## src/rtl/alu_op_sequencer.sv

```systemverilog
// ============================================================================
// Module  : alu_op_sequencer
// Brief   : Synchronises/debounces board keys and issues one ALU op per press
// Revision: 1.0
// ============================================================================
`default_nettype none

module alu_op_sequencer #(
  parameter int DEBOUNCE_CYCLES = 500000,
  parameter int CNT_W           = 19
) (
  input  logic       clock,
  input  logic       reset,
  input  logic [3:0] key,
  input  logic [9:0] sw,
  input  logic       op_ready,
  output logic       op_valid,
  output logic [3:0] op_a,
  output logic [3:0] op_b,
  output logic       op_cin,
  output logic       op_reg,
  output logic [2:0] op_sel,
  output logic       op_illegal,
  output logic [7:0] op_count,
  output logic [3:0] key_db
);

  localparam logic [CNT_W-1:0] C_CNT_LAST = CNT_W'(DEBOUNCE_CYCLES - 1);
  localparam logic [CNT_W-1:0] C_CNT_ONE  = CNT_W'(1);

  typedef enum logic [1:0] {
    ST_IDLE  = 2'd0,
    ST_ISSUE = 2'd1,
    ST_HOLD  = 2'd2
  } state_t;

  logic [3:0] r_key_s1, r_key_s2;
  logic [9:0] r_sw_s1, r_sw_s2;
  logic [3:0] w_key_db;
  logic [2:0] w_opcode;

  state_t     r_state, w_state_nxt;
  logic       r_valid, w_valid_nxt;
  logic [3:0] r_a, w_a_nxt;
  logic [3:0] r_b, w_b_nxt;
  logic       r_cin, w_cin_nxt;
  logic       r_reg, w_reg_nxt;
  logic [2:0] r_sel, w_sel_nxt;
  logic       r_illegal, w_illegal_nxt;
  logic [7:0] r_count, w_count_nxt;

  // Two-flop synchronisers; released (all ones) out of reset
  always_ff @(posedge clock) begin
    if (reset) begin
      r_key_s1 <= '1;
      r_key_s2 <= '1;
      r_sw_s1  <= '1;
      r_sw_s2  <= '1;
    end else begin
      r_key_s1 <= key;
      r_key_s2 <= r_key_s1;
      r_sw_s1  <= sw;
      r_sw_s2  <= r_sw_s1;
    end
  end

  for (genvar gi = 0; gi < 4; gi++) begin : g_key_db
    logic [CNT_W-1:0] r_cnt;
    logic             r_level;
    logic             w_mismatch;

    // Raw key is active-low and the level is active-high, so equal bits disagree
    assign w_mismatch = (r_key_s2[gi] == r_level);

    always_ff @(posedge clock) begin
      if (reset) begin
        r_cnt   <= '0;
        r_level <= 1'b0;
      end else if (!w_mismatch) begin
        r_cnt   <= '0;
      end else if (r_cnt == C_CNT_LAST) begin
        r_cnt   <= '0;
        r_level <= ~r_level;
      end else begin
        r_cnt   <= r_cnt + C_CNT_ONE;
      end
    end

    assign w_key_db[gi] = r_level;
  end

  assign w_opcode = w_key_db[3:1];

  always_ff @(posedge clock) begin
    if (reset) begin
      r_state   <= ST_IDLE;
      r_valid   <= 1'b0;
      r_a       <= '0;
      r_b       <= '0;
      r_cin     <= 1'b0;
      r_reg     <= 1'b0;
      r_sel     <= '0;
      r_illegal <= 1'b0;
      r_count   <= '0;
    end else begin
      r_state   <= w_state_nxt;
      r_valid   <= w_valid_nxt;
      r_a       <= w_a_nxt;
      r_b       <= w_b_nxt;
      r_cin     <= w_cin_nxt;
      r_reg     <= w_reg_nxt;
      r_sel     <= w_sel_nxt;
      r_illegal <= w_illegal_nxt;
      r_count   <= w_count_nxt;
    end
  end

  always_comb begin
    w_state_nxt   = r_state;
    w_valid_nxt   = r_valid;
    w_a_nxt       = r_a;
    w_b_nxt       = r_b;
    w_cin_nxt     = r_cin;
    w_reg_nxt     = r_reg;
    w_sel_nxt     = r_sel;
    w_illegal_nxt = 1'b0;
    w_count_nxt   = r_count;
    case (r_state)
      ST_IDLE: begin
        if (w_key_db[0]) begin
          if (w_opcode == 3'd7) begin
            w_illegal_nxt = 1'b1;
            w_state_nxt   = ST_HOLD;
          end else begin
            w_a_nxt     = r_sw_s2[7:4];
            w_b_nxt     = r_sw_s2[3:0];
            w_cin_nxt   = r_sw_s2[8];
            w_reg_nxt   = r_sw_s2[9];
            w_sel_nxt   = w_opcode;
            w_valid_nxt = 1'b1;
            w_state_nxt = ST_ISSUE;
          end
        end
      end
      ST_ISSUE: begin
        if (r_valid && op_ready) begin
          w_valid_nxt = 1'b0;
          w_count_nxt = r_count + 8'd1;
          w_state_nxt = ST_HOLD;
        end
      end
      ST_HOLD: begin
        // Wait for release so a held key never re-issues
        if (!w_key_db[0]) begin
          w_state_nxt = ST_IDLE;
        end
      end
      default: w_state_nxt = ST_IDLE;
    endcase
  end

  assign op_valid   = r_valid;
  assign op_a       = r_a;
  assign op_b       = r_b;
  assign op_cin     = r_cin;
  assign op_reg     = r_reg;
  assign op_sel     = r_sel;
  assign op_illegal = r_illegal;
  assign op_count   = r_count;
  assign key_db     = w_key_db;

endmodule

`default_nettype wire
```

## config.mk

```make
export PLATFORM = sky130hd
export DESIGN_NAME = alu_op_sequencer
export DESIGN_NICKNAME = d
export VERILOG_FILES = /design/src/rtl/alu_op_sequencer.sv
export SDC_FILE = /design/constraint.sdc
export NUM_CORES = 1
export LEC_CHECK = 0
export CORE_MARGIN = 2
export CORE_UTILIZATION = 50
export DETAILED_ROUTE_END_ITERATION = 10
export HOLD_SLACK_MARGIN = 0.08
export PLACE_DENSITY = 0.73
export SLEW_MARGIN = 20
export SYNTH_ARGS = -nofsm -noshare
export SYNTH_HDL_FRONTEND = slang
export SYNTH_SLANG_ARGS = --single-unit
```

## constraint.sdc

```tcl
create_clock -name clock -period 1.8 [get_ports clock]
set_input_delay 0.36 -clock clock [delete_from_list [all_inputs] [get_ports clock]]
set_output_delay 0.36 -clock clock [all_outputs]
set_load 0.01 [all_outputs]
```

==> impl_metrics.ini, run 1 <==
[outcome]
status = completed

[sta]
setup_slack_ns = 0.0725
period_minus_slack_ns = 1.73
max_freq_ghz = 0.579
skew_ns = 0.00851
setup_viol = 0
hold_slack_ns = 0.228
fin_crit_sh_pct = 96.0
final_max_slew_viol_count = 0
rsz0062_at_grt = yes
hold_violations = 0
relSlewSlack_pct = 70.0
worst_slew_pin_slew_ns = 0.445

[setup_path]
cp-start-kind = register
worst-path-max-fanout = 5
r2r_end = g_key_db[2].r_cnt[18]
critPathSlowestCell = or4_1
r2r-start = g_key_db[2].r_cnt[0]
end_kind = register
rr_worst_depth = 5
critPathTopFamily = simple AND/OR/NAND/NOR gates
crit_chain = ha_4 > and4_1 > nand4_1 > or4_1 > a21oi_1
cp_slowest_stage_delay_ns = 0.55
rrSetupSlack_ns = 0.07
crit_required_ns = 2.25
worst_ep_arrival_time_ns = 2.18
critical_path_class = reg -> reg
cp.buffers_inverters = 0

[cells_and_area]
area_delta_synth_final_pct = 28.1
utilization_pct = 66.4
nNetsFinal = 709
antenna_cells = 0
layout_common_cells = dfxtp_1 (122), nor2_1 (72), nand2_1 (50), buf_4 (50), a21oi_1 (42)
drive_gt1_share_pct = 20.4
final_area_mm2 = 0.00689
fill_cells = 837
top_register = g_key_db.r_cnt
layout.area.seq_mm2 = 0.00268
multiInputGateArea_mm2 = 0.00261
layout_commonest_cell = dfxtp_1
largest_reg_flops = 76
reg.largest.list = g_key_db.r_cnt (76), r_sw_s1 (10), r_sw_s2 (10)

[die]
die_x_um = 108
die_area_mm2 = 0.0116
die_y_um = 108
fp-row-count = 37
io_pins = 44
start_util_pct = 51.9
coreArea_mm2 = 0.0104

[clocking]
cts_max_level = 4
cts.sinks = 133
cts_made_buffers = 17
cts_max_path_buffers = 2
cts.hold.buffers_added = 0
root_buffer = clkbuf_8
cts_tree = yes
clk_pin_slew_worst_paths_ns = 0.06
worstSkewPairLatency_ns = 0.53

[grt]
grt_max_degree = 34
overflow = 0
grt_first_pass_wirelength_um = 19200
antenna_found_initial = 0
grt_pass1_vias = 4403
grt.total_usage_pct = 21.0

[routing]
wire_per_inst_um = 13.5
firstDrtPassIters = 4
postRouteAntennaNets = 0
drc = 0
num_vias = 4453
viasPerCell = 5.33
routed_wl_um = 11300
initialDrtViolationCount = 185

[synthesis]
syn_inst = 600
ys_ff_latch = 133
synth_cell_types = 46
syn-num-nets = 622
yosys_warnings = 0
async_reset_ff_share_pct = 0
syn_avg_cell_area_um2 = 8.96
synthFlopType = dfxtp_1
synth-edff-count = 0
yosysSeqAreaShare_pct = 49.5
netlist_area_mm2 = 0.00538

[worst_hold_path]
worstHoldEndpoint = g_key_db[1].r_level
hold_class = in -> reg
hold_depth = 2
hold_start = reset

[job]
cap_viol_max_count = 0

[power]
ir_drop_mv = 0.756
leakagePower_nw = 2.54
powerDensity_mw_per_mm2 = 919

[placement]
io_buffers = 43
hpwl_um = 7780
placement.setup.worst_slack_ns = -0.0253
place_congestion = 0.850
placed_area_mm2 = 0.00622
==> power breakdown <==
group          leakage [nW]  total, W  internal, W  switching (W)
sequential             1.08   0.00299      0.00298      0.0000113
clock                 0.270   0.00323      0.00200        0.00123
combinational          1.18  0.000111    0.0000627      0.0000482
==> logic make-up (layout without fill, tap and decap cells) <==
logic type	count (synthesis)	count (layout)	share of synthesized area, %
flops	133	133	49.5
xor+xnor	55	55	8.96
simple gates	297	297	29.4
fa+ha+maj	5	5	1.16
buf+inv	37	137	3.35
compound gates	73	73	7.65
==> metrics by stage <==
stage	power [W]	setup TNS, ns	cells
CTS	0.00640	0	834
global route	0.00656	-0.0432	836
detailed placement	0.00316	-0.0334	802
floorplan	0.00311	0	600
global placement	0.00316	0	802
finish	0.00633	0	836
==> Yosys cell counts, types with 2 or more instances <==
cell type	n	area share, %
a21o_1	2	0.28
a21oi_1	42	3.9
a311oi_1	3	0.49
and3_1	8	0.93
and4_1	6	0.98
and4b_1	2	0.37
buf_2	6	0.56
buf_4	7	0.98
clkbuf_1	12	0.84
dfxtp_1	133	50
ha_1	5	1.2
inv_1	11	0.77
nand2_1	51	3.6
nand2b_1	6	0.70
nand3_1	27	2.5
nand4_1	23	2.7
nand4b_1	2	0.33
nor2_1	72	5.0
nor2b_1	2	0.23
nor3_1	19	1.8
nor4_1	10	1.2
o21ai_0	15	1.4
o31ai_1	7	0.98
or2_2	30	3.5
or3_1	15	1.7
or3b_2	2	0.33
or4_1	9	1.3
or4b_1	2	0.37
xnor2_1	32	5.2
xor2_1	23	3.7
==> how the worst max path moves through the flow <==
| stage | endpoint | cells past startpoint | slack (ns) | startpoint |
|---|---|---|---|---|
| 4_1_cts | op_a[3] | 1 | 0.001 | op_a[3] |
| 5_1_grt | g_key_db[0].r_level | 5 | -0.01 | g_key_db[0].r_cnt[12] |
| 3_3_place_gp | g_key_db[0].r_cnt[18] | 5 | 0.07 | g_key_db[0].r_cnt[0] |
| 2_1_floorplan | g_key_db[3].r_cnt[16] | 5 | 0.03 | g_key_db[3].r_cnt[0] |
| 3_5_place_dp | g_key_db[0].r_level | 5 | -0.03 | g_key_db[0].r_cnt[12] |
| 6_report | g_key_db[2].r_cnt[18] | 5 | 0.07 | g_key_db[2].r_cnt[0] |
==> metal layers <==
layer,track usage [%],wire length [um],vias up
li1,-,-,2260
met1,23.6,5040,2090
met2,35.8,5630,89
met3,6.84,471,14
met4,10.3,160,0
met5,0,0,-
==> area by class of cell <==
type,instances,share of cell area [%]
Sequential cell,133,38.9
Multi-Input combinational cell,430,37.9
Timing Repair Buffer,94,12.0
Clock buffer,19,6.27
Tap cell,136,2.47
Clock inverter,13,1.93
Inverter,11,0.600
==> repair_timing <==
action,CTS,global route
endpoints found under the setup margin,20,54
resized for setup,25,24
setup buffers,0,2
pin swaps,0,4
(Power assumes the default switching activity.)
==> run 2: changes to the inputs <==
Settings changed: CTS_BUF_LIST set to sky130_fd_sc_hd__clkbuf_4.
==> impl_metrics.ini, run 2 (synthesis results as in run 1) <==
[power]
comb_power_share_pct = 2.2
ir_drop_mv = 0.585
switching_share_pct = 22.5
power_frac_seq_pct = 59.9
powerDensity_mw_per_mm2 = 757
internal_power_w = 0.00386
power.share.clock_pct = 37.9
p_sw_w = 0.00112
leakagePower_nw = 2.29

[setup_path]
rrSetupSlack_ns = 0.06
critical_path_class = reg -> reg
r2r-start = g_key_db[2].r_cnt[4]
crit_chain = nand3_1 > or4_4 > or3_1 > a21oi_1
end_kind = register
cp_slowest_stage_delay_ns = 0.62
rr_worst_depth = 4
cp-start-kind = register
critPathSlowestCell = or4_4
r2r_end = g_key_db[2].r_cnt[15]
worst_ep_arrival_time_ns = 2.20
crit_required_ns = 2.26
worst-path-max-fanout = 7

[worst_hold_path]
hold_depth = 2
worstHoldEndpoint = g_key_db[2].r_level
hold_start = reset
hold_class = in -> reg

[clocking]
cts_max_path_buffers = 2
cts_tree = yes
worstSkewPairLatency_ns = 0.53
root_buffer = clkbuf_4
clk_pin_slew_worst_paths_ns = 0.11
cts.sinks = 133
cts_max_level = 4
cts.hold.buffers_added = 0
cts_made_buffers = 17

[grt]
overflow = 0
grt_first_pass_wirelength_um = 18400
grt_pass1_vias = 4256
grt_max_degree = 34
antenna_found_initial = 0
grt.total_usage_pct = 19.7

[die]
start_util_pct = 51.9
io_pins = 44
fp-row-count = 37
die_y_um = 108
die_area_mm2 = 0.0116
die_x_um = 108
coreArea_mm2 = 0.0104

[placement]
placement.setup.worst_slack_ns = -0.0253
hpwl_um = 7780
place_congestion = 0.850
placed_area_mm2 = 0.00622
io_buffers = 43

[sta]
period_minus_slack_ns = 1.74
hold_violations = 0
relSlewSlack_pct = 70.0
skew_ns = 0.0164
worst_slew_pin_slew_ns = 0.446
setup_viol = 0
max_freq_ghz = 0.573
tns_ns = 0
setup_slack_ns = 0.0560
final_max_slew_viol_count = 0
hold_slack_ns = 0.210
fin_crit_sh_pct = 96.9

[routing]
firstDrtPassIters = 4
initialDrtViolationCount = 208
drc = 0
wire_per_inst_um = 13.0
viasPerCell = 5.32
num_vias = 4447
routed_wl_um = 10900
postRouteAntennaNets = 0

[cells_and_area]
fill_cells = 885
multiInputGateArea_mm2 = 0.00261
layout_commonest_cell = dfxtp_1
reg.largest.list = g_key_db.r_cnt (76), r_sw_s1 (10), r_sw_s2 (10)
layout.area.seq_mm2 = 0.00270
antenna_cells = 0
final_area_mm2 = 0.00658
largest_reg_flops = 76
nNetsFinal = 709
drive_gt1_share_pct = 21.7
top_register = g_key_db.r_cnt
layout_common_cells = dfxtp_1 (112), nor2_1 (72), nand2_1 (51), buf_4 (50), a21oi_1 (42)
area_delta_synth_final_pct = 22.3

[outcome]
status = completed

[job]
cap_viol_max_count = 0
[run 2: cell count changes in the layout (fill, tap and decap cells not counted), sizes merged]
cell / previous run / this run
clkbuf: 19 / 18
dlygate4sd2: 16 / 26
clkdlybuf4s50: 16 / 15
dlymetal6s2s: 10 / 1
clkinv: 6 / 7
[run 2: worst max-delay path by stage]
stage                       endpoint  slack (ns)             startpoint
2_1_floorplan  g_key_db[3].r_cnt[16]        0.03   g_key_db[3].r_cnt[0]
3_3_place_gp   g_key_db[0].r_cnt[18]        0.07   g_key_db[0].r_cnt[0]
3_5_place_dp     g_key_db[0].r_level       -0.03  g_key_db[0].r_cnt[12]
4_1_cts        g_key_db[3].r_cnt[17]     0.00008   g_key_db[3].r_cnt[7]
5_1_grt        g_key_db[2].r_cnt[15]       -0.01   g_key_db[2].r_cnt[4]
6_report       g_key_db[2].r_cnt[15]        0.06   g_key_db[2].r_cnt[4]
[run 2: final cells by class]
class / instances / area share, %
clock buffers: 18 / 2.06
flip-flops and latches: 133 / 41.0
clock inverters: 14 / 2.07
repair buffers: 94 / 12.0
inverters: 11 / 0.628
multi-input cells: 430 / 39.6
well taps: 136 / 2.59
[run 2: worst max-delay path, delay by kind of cell, from the launching register on]
kind / cells / cell delay [ns]
simple gates: 3 / 1.15
flops: 1 / 0.39
compound gates: 1 / 0.14
[run 2: what timing repair did]
item                                    in CTS  in global routing
endpoints found under the setup margin      28                 50
cloned                                       0                  0
endpoints found under the hold margin        0                  0
gates resized for setup                     38                 24
setup buffers                                0                  2
pin swaps                                    0                  5
[run 2: routing by layer]
layer	global-route usage, %	routed length (um)	part of all wire, %	up-vias
met1	22.9	4920	45	2107
met4	6.32	76	0.70	0
met2	34.1	5450	50	75
met5	0	0	0	-
li1	-	-	-	2256
met3	6.54	463	4.2	9
[run 2: power by group through the flow]
stage	Clock, W	Sequential, W	Combinational [W]
finish	0.00189	0.00298	0.000110
global route	0.00208	0.00298	0.000122
CTS	0.00194	0.00298	0.000111
detailed placement	0	0.00305	0.000110
global placement	0	0.00305	0.000108
floorplan	0	0.00305	0.0000584
[run 2: metrics by stage]
| step | instances | util (%) | total power (W) |
|---|---|---|---|
| 2_1_floorplan | 600 | - | 0.00311 |
| 3_3_place_gp | 802 | 60.0 | 0.00316 |
| 3_5_place_dp | 802 | 60.0 | 0.00316 |
| 4_1_cts | 834 | 62.5 | 0.00503 |
| 5_1_grt | 836 | 63.4 | 0.00519 |
| 6_report | 836 | 63.4 | 0.00498 |
